File: src/rtl/jt49_pkg.sv
// jt49_pkg: shared definitions for the jt49 mixer slice.
//   LIN_TABLE  - 32-entry log-to-linear amplitude table (about 1.5 dB/step,
//                lin[0] = 0, lin[31] = 255, monotonic non-decreasing)
//   CH_A/B/C   - channel bit positions in the tone and mixer vectors
//   mix_st_t   - sequencer state encoding
//   lin_lookup - table read helper
package jt49_pkg;

  localparam int CH_A = 0;
  localparam int CH_B = 1;
  localparam int CH_C = 2;

  typedef enum logic [2:0] {
    ST_IDLE  = 3'd0,
    ST_ACC_A = 3'd1,
    ST_ACC_B = 3'd2,
    ST_ACC_C = 3'd3,
    ST_DONE  = 3'd4
  } mix_st_t;

  // Level 0 is forced to silence; the rest follow 255 * 10^(-1.5*(31-i)/20).
  localparam logic [7:0] LIN_TABLE [32] = '{
    8'd0,   8'd1,   8'd2,   8'd2,   8'd2,   8'd3,   8'd3,   8'd4,
    8'd5,   8'd6,   8'd7,   8'd8,   8'd10,  8'd11,  8'd14,  8'd16,
    8'd19,  8'd23,  8'd27,  8'd32,  8'd38,  8'd45,  8'd54,  8'd64,
    8'd76,  8'd90,  8'd108, 8'd128, 8'd152, 8'd181, 8'd215, 8'd255
  };

  function automatic logic [7:0] lin_lookup(input logic [4:0] lvl);
    return LIN_TABLE[lvl];
  endfunction

endpackage

File: src/rtl/jt49_mix_gate.sv
// jt49_mix_gate: per-channel tone/noise gate and level select (combinational).
//   tone, noise         - current tone bit of this channel and shared noise bit
//   tone_dis, noise_dis - mixer disables for this channel (1 = disabled)
//   amp                 - amplitude register: bit4 = envelope mode, [3:0] = fixed
//   env                 - envelope level
//   level               - gated 5-bit level for this channel
module jt49_mix_gate (
  input  logic       tone,
  input  logic       noise,
  input  logic       tone_dis,
  input  logic       noise_dis,
  input  logic [4:0] amp,
  input  logic [4:0] env,
  output logic [4:0] level
);

  logic       gate_s;
  logic [4:0] raw_s;

  // A disabled source reads as 1, so both disables set gives a DC level.
  always_comb begin
    gate_s = (tone | tone_dis) & (noise | noise_dis);
    if (amp[4]) begin
      raw_s = env;
    end else begin
      // Fixed 4-bit levels sit on the odd steps of the 5-bit scale.
      raw_s = {amp[3:0], 1'b1};
    end
    if (gate_s) begin
      level = raw_s;
    end else begin
      level = 5'd0;
    end
  end

endmodule

File: src/rtl/jt49_mix.sv
// jt49_mix: three-channel mixer with linear mono sum.
//   clk, rst_n          - clock, asynchronous active-low reset
//   cen                 - PSG clock enable; one sample captured per pulse
//   tone[2:0], noise    - generator outputs (bit0 = A)
//   mix_dis[5:0]        - [2:0] tone disable, [5:3] noise disable (1 = off)
//   amp_a/b/c, env      - amplitude registers and envelope level
//   level_a/b/c         - registered per-channel 5-bit levels
//   sum, sum_valid      - linear sum of the three levels, one-clk update strobe
module jt49_mix
  import jt49_pkg::*;
#(
  parameter int SUM_W = 10,
  parameter int LIN_W = 8
) (
  input  logic             clk,
  input  logic             rst_n,
  input  logic             cen,
  input  logic [2:0]       tone,
  input  logic             noise,
  input  logic [5:0]       mix_dis,
  input  logic [4:0]       amp_a,
  input  logic [4:0]       amp_b,
  input  logic [4:0]       amp_c,
  input  logic [4:0]       env,
  output logic [4:0]       level_a,
  output logic [4:0]       level_b,
  output logic [4:0]       level_c,
  output logic [SUM_W-1:0] sum,
  output logic             sum_valid
);

  logic [4:0]       gate_a_s, gate_b_s, gate_c_s;
  logic [4:0]       level_a_d, level_b_d, level_c_d;
  logic [4:0]       level_a_q, level_b_q, level_c_q;
  logic             pending_d, pending_q;
  mix_st_t          st_d, st_q;
  logic [SUM_W-1:0] acc_d, acc_q;
  logic [SUM_W-1:0] sum_d, sum_q;
  logic             sum_valid_d, sum_valid_q;
  logic [4:0]       lvl_sel_s;
  logic [LIN_W-1:0] lin_s;
  logic [SUM_W-1:0] lin_ext_s;

  jt49_mix_gate u_gate_a (
    .tone(tone[CH_A]), .noise(noise),
    .tone_dis(mix_dis[CH_A]), .noise_dis(mix_dis[CH_A+3]),
    .amp(amp_a), .env(env), .level(gate_a_s)
  );

  jt49_mix_gate u_gate_b (
    .tone(tone[CH_B]), .noise(noise),
    .tone_dis(mix_dis[CH_B]), .noise_dis(mix_dis[CH_B+3]),
    .amp(amp_b), .env(env), .level(gate_b_s)
  );

  jt49_mix_gate u_gate_c (
    .tone(tone[CH_C]), .noise(noise),
    .tone_dis(mix_dis[CH_C]), .noise_dis(mix_dis[CH_C+3]),
    .amp(amp_c), .env(env), .level(gate_c_s)
  );

  // Level capture: sample gated levels on cen, hold otherwise.
  always_comb begin
    if (cen) begin
      level_a_d = gate_a_s;
      level_b_d = gate_b_s;
      level_c_d = gate_c_s;
    end else begin
      level_a_d = level_a_q;
      level_b_d = level_b_q;
      level_c_d = level_c_q;
    end
  end

  // Table operand for the current accumulation step.
  always_comb begin
    case (st_q)
      ST_ACC_A: lvl_sel_s = level_a_q;
      ST_ACC_B: lvl_sel_s = level_b_q;
      ST_ACC_C: lvl_sel_s = level_c_q;
      default:  lvl_sel_s = 5'd0;
    endcase
    lin_s     = LIN_W'(lin_lookup(lvl_sel_s));
    lin_ext_s = {{(SUM_W-LIN_W){1'b0}}, lin_s};
  end

  // Sequencer: one table read and add per clk, not gated by cen.
  always_comb begin
    st_d        = st_q;
    acc_d       = acc_q;
    sum_d       = sum_q;
    sum_valid_d = 1'b0;
    pending_d   = pending_q;
    case (st_q)
      ST_IDLE: begin
        if (pending_q) begin
          pending_d = 1'b0;
          acc_d     = {SUM_W{1'b0}};
          st_d      = ST_ACC_A;
        end else begin
          st_d      = ST_IDLE;
        end
      end
      ST_ACC_A: begin
        acc_d = acc_q + lin_ext_s;
        st_d  = ST_ACC_B;
      end
      ST_ACC_B: begin
        acc_d = acc_q + lin_ext_s;
        st_d  = ST_ACC_C;
      end
      ST_ACC_C: begin
        acc_d = acc_q + lin_ext_s;
        st_d  = ST_DONE;
      end
      ST_DONE: begin
        sum_d       = acc_q;
        sum_valid_d = 1'b1;
        st_d        = ST_IDLE;
      end
      default: begin
        st_d = ST_IDLE;
      end
    endcase
    // A new sample always requests a pass, even while one is consumed; any
    // number of cen pulses during a pass collapse into this single flag.
    if (cen) begin
      pending_d = 1'b1;
    end else begin
      pending_d = pending_d;
    end
  end

  // State registers.
  always_ff @(posedge clk or negedge rst_n) begin
    if (!rst_n) begin
      level_a_q   <= 5'd0;
      level_b_q   <= 5'd0;
      level_c_q   <= 5'd0;
      pending_q   <= 1'b0;
      st_q        <= ST_IDLE;
      acc_q       <= {SUM_W{1'b0}};
      sum_q       <= {SUM_W{1'b0}};
      sum_valid_q <= 1'b0;
    end else begin
      level_a_q   <= level_a_d;
      level_b_q   <= level_b_d;
      level_c_q   <= level_c_d;
      pending_q   <= pending_d;
      st_q        <= st_d;
      acc_q       <= acc_d;
      sum_q       <= sum_d;
      sum_valid_q <= sum_valid_d;
    end
  end

  assign level_a   = level_a_q;
  assign level_b   = level_b_q;
  assign level_c   = level_c_q;
  assign sum       = sum_q;
  assign sum_valid = sum_valid_q;

endmodule

File: config.mk
export PLATFORM = sky130hd
export DESIGN_NAME = jt49_mix
export DESIGN_NICKNAME = d
export VERILOG_FILES = /design/src/rtl/jt49_pkg.sv /design/src/rtl/jt49_mix_gate.sv /design/src/rtl/jt49_mix.sv
export SDC_FILE = /design/constraint.sdc
export NUM_CORES = 1
export LEC_CHECK = 0
export BUFFER_PORTS_ARGS = -buffer_cell sky130_fd_sc_hd__buf_2
export CAP_MARGIN = 25
export CORE_MARGIN = 5
export CORE_UTILIZATION = 50
export CTS_CLUSTER_SIZE = 14
export DETAILED_ROUTE_END_ITERATION = 8
export PLACE_DENSITY = 0.75
export REMOVE_ABC_BUFFERS = 1
export SLEW_MARGIN = 10
export SYNTH_ARGS = -nofsm -noshare
export SYNTH_HDL_FRONTEND = slang
export SYNTH_SLANG_ARGS = --single-unit
File: constraint.sdc
create_clock -name clk -period 7.7 [get_ports clk]
set_input_delay 0.77 -clock clk [delete_from_list [all_inputs] [get_ports clk]]
set_output_delay 0.77 -clock clk [all_outputs]
set_load 0.02 [all_outputs]
=== Word-level counts from Yosys, hierarchy flattened ===
Memories as Yosys holds them, arrays and structs flattened.
Index checks and enable logic that the tools add are counted.

* Bits in registers: 40
* ROM bits: 256
* Input port bits: 33
* Output and inout bits: 26
* Logic and storage cells: 47
* Memories: 1

* $add $sub $neg: 1
* Magnitude comparators: 1
* Equality and inequality tests: 5
* Muxes and demuxes: 16
* Bitwise gates (word level): 10
* Reductions and logical operators: 5

{| class="wikitable"
|+ Memories
! memory !! words !! bits a word !! read ports !! clocked after Yosys merged registers in !! write ports !! RTL line !! text
|-
| (no name shown) || 32 || 8 || 1 || 0 || 0 || jt49_pkg.sv:30 || <nowiki>return LIN_TABLE[lvl];</nowiki>
|}

{| class="wikitable"
|+ Operator list
! kind !! number
|-
| $mux W5 || 6
|-
| $pmux W10 S2 || 1
|-
| $mux W8 || 2
|-
| $pmux W5 S3 || 1
|-
| $pmux W3 S4 || 1
|-
| $add A10 B8 Y10 || 1
|-
| $mux W10 || 1
|-
| $eq A3 B2 Y1 const B || 2
|-
| $ge A6 B6 Y1 const B || 1
|-
| $not A5 Y6 || 1
|-
| $or A1 B1 Y1 || 6
|-
| $mux W1 || 4
|-
| $reduce_bool A2 Y1 || 2
|-
| $and A1 B1 Y1 || 3
|-
| $eq A3 B1 Y1 const B || 1
|-
| $eq A3 B3 Y1 const B || 1
|-
| $logic_not A3 Y1 || 1
|-
| $reduce_or A3 Y1 || 1
|-
| $ne A2 B2 Y1 const B || 1
|-
| $reduce_and A2 Y1 || 1
|}

=== Logic depth before layout (Yosys ltp) ===
* Depth in word-level cells: 8
* Gate-level depth with buffers: 17
* Gate-level depth less buffers: 16

=== Modules after synthesis ===
Synthesis repeated with hierarchy kept, for this count alone.

* Cells, all modules: 267
* Area, all modules: 2687.6 um2

{| class="wikitable"
|+ Modules (own cells, without submodules)
! module !! instances !! cells each !! area an instance (um2) !! seq. area each (um2)
|-
| jt49_mix || 1 || 231 || 2424.8 || 1001.0
|-
| jt49_mix_gate || 3 || 12 || 87.6 || 0.0
|}

=== Worst setup path before layout ===
Ideal clock, no wire load.

* Path type: register -> register
* From: register st_q[0]
* To: register acc_q[6]
* Setup time: 122 ps
* Data arrival time: 3313 ps
* Required time: 7578 ps
* Slack: 4266 ps
* Cell stages (with the launch flop): 18
* Clock period less this slack: 3434 ps
* Cells stage by stage: dfrtp_1 > buf_6 > mux2i_1 > a211oi_2 > inv_2 > ha_1 > a221o_1 > o21ai_0 > a221o_1 > o221a_2 > ha_1 > inv_1 > fa_1 > nor2b_1 > o31a_1 > o21a_1 > o21ai_0 > a32o_1

* Cells in the longest elaborated chain, start to end: 8

{| class="wikitable"
|+ RTL lines
! element !! RTL line !! text
|-
| start: declaration || jt49_mix.sv:36 || <nowiki>mix_st_t st_d, st_q;</nowiki>
|-
| start signal: assignment || jt49_mix.sv:150 || <nowiki>st_q <= st_d;</nowiki>
|-
| $eq A3 B2 Y1 or $eq A3 B1 Y1 (tied branches) || jt49_mix.sv:77, jt49_mix.sv:94 ||
|-
| $pmux W5 S3 || jt49_mix.sv:77 || <nowiki>case (st_q)</nowiki>
|-
| $not A5 Y6 (not written as such) || jt49_pkg.sv:30 ||
|-
| $mem_v2 Z32 W8 || - ||
|-
| $mux W8 (not written as such) (2 in a row) || jt49_pkg.sv:30 ||
|-
| $add A10 B8 Y10 || jt49_mix.sv:105, jt49_mix.sv:109, jt49_mix.sv:113 ||
|-
| $pmux W10 S2 || jt49_mix.sv:94 || <nowiki>case (st_q)</nowiki>
|-
| end signal: assignment || jt49_mix.sv:142 || <nowiki>acc_q <= {SUM_W{1'b0}};</nowiki>
|-
| end: declaration || jt49_mix.sv:37 || <nowiki>logic [SUM_W-1:0] acc_d, acc_q;</nowiki>
|}

Several ways; a longest one is shown, not always the timed one. The select of a mux whose other input is x is not followed.
A chain may end at the register's enable or synchronous reset.

=== Final worst setup path ===
* From: register st_q[1]
* To: register acc_q[6]

The elaborated chain is that of the path after synthesis.

==> out/metrics.yaml <==
drt:
  vias: 2272
  avgViaCountPerCell: 5.84
  antenna_left: 0
  first_pass_iters: 4
  drt_iter0_drc: 141
  avgRoutedWirePerCell_um: 15.5
  wirelength_um: 6010
  drcViolationCount: 0
yosys:
  ys_ff_latch: 40
  synth-edff-count: 0
  synthAdderAreaFrac_pct: 5.49
  synth_compound_area_share_pct: 24.8
  yosys.area.top_type_share_pct: 37.9
  synth_top_family_by_area: "compound AO/OA/AOI/OAI gates"
  ys_seq_area_share_pct: 37.9
  synth_cell_types: 58
  synth-simple-area-share_pct: 11.3
  synthXorXnorAreaFrac_pct: 1.66
  syn_inst: 269
  synth_top_cells_by_area: "dfrtp_1 (38%), mux2i_1 (7.2%), ha_1 (4.7%)"
  synth_area_leader_cell: "dfrtp_1"
  synth_ff_type: "dfrtp_1"
  async_flop_share_pct: 100
  yosysWarnings: 0
  synth_mux_area_share_pct: 12.0
  avgSynthCellArea_sq_um: 9.83
  syn_area_sq_um: 2640
critical_path:
  crit_path_max_fanout: 23
  cp.arrival_ns: 4.67
  crit_path_max_incr_delay_ns: 0.91
  crit_path_start_kind: "flop"
  crit_type: "reg2reg"
  crit_chain: "a21oi_1 > a211oi_2 > inv_2 > ha_1 > a221o_1 > o21ai_0 > a221o_1 > o221a_2 > ha_1 > inv_1 > fa_1 > nor2b_1 > o31a_1 > o21a_1 > o21ai_0 > a32o_1"
  crit_path_top_delay_cell: "dfrtp_1"
  endpoint_kind: "flop"
  path_delay_family: "compound AO/OA/AOI/OAI gates"
  critPathBufInv: 2
  required_ns: 7.88
min_path:
  hold_path.class: "reg2reg"
status:
  status: "finished clean"
timing:
  timing.hold.ws_ns: 0.472
  min_period_over_period_pct: 58.3
  relSlewSlack_pct: 40.1
  tns_ns: 0
  rsz0062_at_grt: "false"
  timing.final.crit_period_ns: 4.49
  slew_viol_final: 0
  fmax_mhz: 223
  worst_pin_slew_ns: 0.898
  skew_ns: 0.00593
  setup_viol: 0
  finalHoldViolations: 0
clock_network:
  cts.repair.resized: 0
  insertion_delay_ns: 0.29
  clock_sinks: 40
  cts_made_buffers: 5
  cts_tree: "yes"
  clk_path_buf_depth: 2
  hold_buffers: 0
  post_cts_buffers: 0
  htreeDepth: 2
  clockRootBuffer: "clkbuf_8"
  clk_pin_slew_ns: 0.08
flow_run:
  maxCapViolations: 0
floorplan:
  core.rowCount: 26
  fp.dieH_um: 82.7
  die_x_um: 82.7
  die-area_sq_um: 6840
  core_area_sq_um: 5110
  pin_count: 59
  start_util_pct: 51.8
finish:
  drive_above_1_share_pct: 28.5
  syn_to_final_growth_pct: 13.8
  diodes: 0
  fin_nets: 363
  final_area_sq_um: 3010
global_routing:
  grt_max_degree: 41
  grt_usage_pct: 19.1
  grt_pass1_wl_um: 10200
  grt_pass1_vias: 2174
  grt-ovfl-total: 0
  antenna_found_initial: 0
placed_design:
  port_buffers: 58
  dp_hpwl_um: 4570
  placed_area_sq_um: 2930
  gp_congestion: 0.919
power:
  vdd_drop_max_v: 0.000168
  p_leak_nw: 1.42
  power_density_nw_per_um2: 426
## Yosys cell counts (4+ instances only)
| cell | n |
|---|---|
| inv_1 | 20 |
| mux2i_1 | 19 |
| nor2b_1 | 6 |
| nor3_1 | 7 |
| nand2_1 | 16 |
| ha_1 | 10 |
| a211oi_1 | 4 |
| mux2_2 | 10 |
| nor2_1 | 11 |
| dfrtp_1 | 40 |
| a21oi_1 | 10 |
| xnor2_1 | 4 |
| o22ai_1 | 16 |
| buf_6 | 4 |
| nand3_1 | 9 |
| o21ai_0 | 14 |
| clkbuf_1 | 5 |
| buf_2 | 6 |
## state kept, by name, summed over array words and instances, names as in the netlist
register and count:
acc_q 10, level_a 5, level_b 5, level_c 5, pending_q 1, st_q 3, sum 10, sum_valid 1
## where the power goes
group | internal [mW] | switching, mW | total (mW)
clock | 0.0614 | 0.0737 | 0.135
combinational | 0.331 | 0.460 | 0.791
sequential | 0.273 | 0.0828 | 0.356
total | 0.666 | 0.616 | 1.28
## worst register-to-register path: cells and delay by family, from the launching register on
family / cells / cell delay, ns
AO/OA/AOI/OAI: 10 / 2.19
flip-flops: 1 / 0.91
adder cells (fa/ha/maj): 3 / 0.91
buffers and inverters: 2 / 0.22
AND/OR/NAND/NOR: 1 / 0.15
## per-stage QoR
step	setup WS, ns	utilization [%]	cells	power [mW]
2_1_floorplan	3.69	-	253	0.946
6_report	3.21	58.9	389	1.28
3_5_place_dp	3.25	57.3	382	1.14
3_3_place_gp	3.35	57.3	382	1.13
5_1_grt	2.79	58.9	389	1.39
4_1_cts	3.25	58.9	389	1.28
## kinds of logic (layout without fill, tap and decap cells)
group	Yosys count	in the layout
multiplexers	30	30
buffers and inverters	38	88
AO/OA/AOI/OAI	85	85
flip-flops	40	40
adder cells (fa/ha/maj)	11	11
AND/OR/NAND/NOR	60	60
XOR/XNOR	5	5
## cells in the final DEF (no fill, tap or decap), drive strengths merged, types with 4 or more instances in the layout
| cell type | synthesis | routed |
|---|---|---|
| a211oi | 9 | 9 |
| a21oi | 11 | 11 |
| buf | 11 | 59 |
| clkbuf | 5 | 5 |
| dfrtp | 40 | 40 |
| ha | 10 | 10 |
| inv | 22 | 22 |
| mux2 | 11 | 11 |
| mux2i | 19 | 19 |
| nand2 | 16 | 16 |
| nand3 | 9 | 9 |
| nor2 | 11 | 11 |
| nor2b | 6 | 6 |
| nor3 | 7 | 7 |
| o21ai | 16 | 16 |
| o22ai | 16 | 16 |
| xnor2 | 4 | 4 |
## area by class of cell
class | count | area (sq um)
Tap cell | 70 | 87.6
Multi-Input combinational cell | 191 | 1460
Fill cell | 458 | 2100
Inverter | 22 | 82.6
Timing Repair Buffer | 59 | 298
Clock buffer | 5 | 68.8
Sequential cell | 40 | 1000
Clock inverter | 2 | 12.5
## per-layer routing
layer | up-vias | share of wire, % | global-route usage, %
li1 | 1101 | - | -
met1 | 1094 | 45 | 25.6
met2 | 71 | 48 | 31.8
met3 | 6 | 6.1 | 4.01
met4 | 0 | 0.72 | 4.41
met5 | - | 0 | 0
## final timing paths
kind,startpoint,end,slack (ns),cells past startpoint
hold reg to reg,acc_q[9],acc_q[9],0.47,1
hold / removal,acc_q[9],acc_q[9],0.47,1
setup reg to reg,st_q[1],acc_q[6],3.21,16
max in group asynchronous,rst_n,level_b[4],6.53,1
min in group asynchronous,rst_n,sum[3],0.59,1
setup / recovery,st_q[1],acc_q[6],3.21,16
Power figures use the tool's default switching activity.
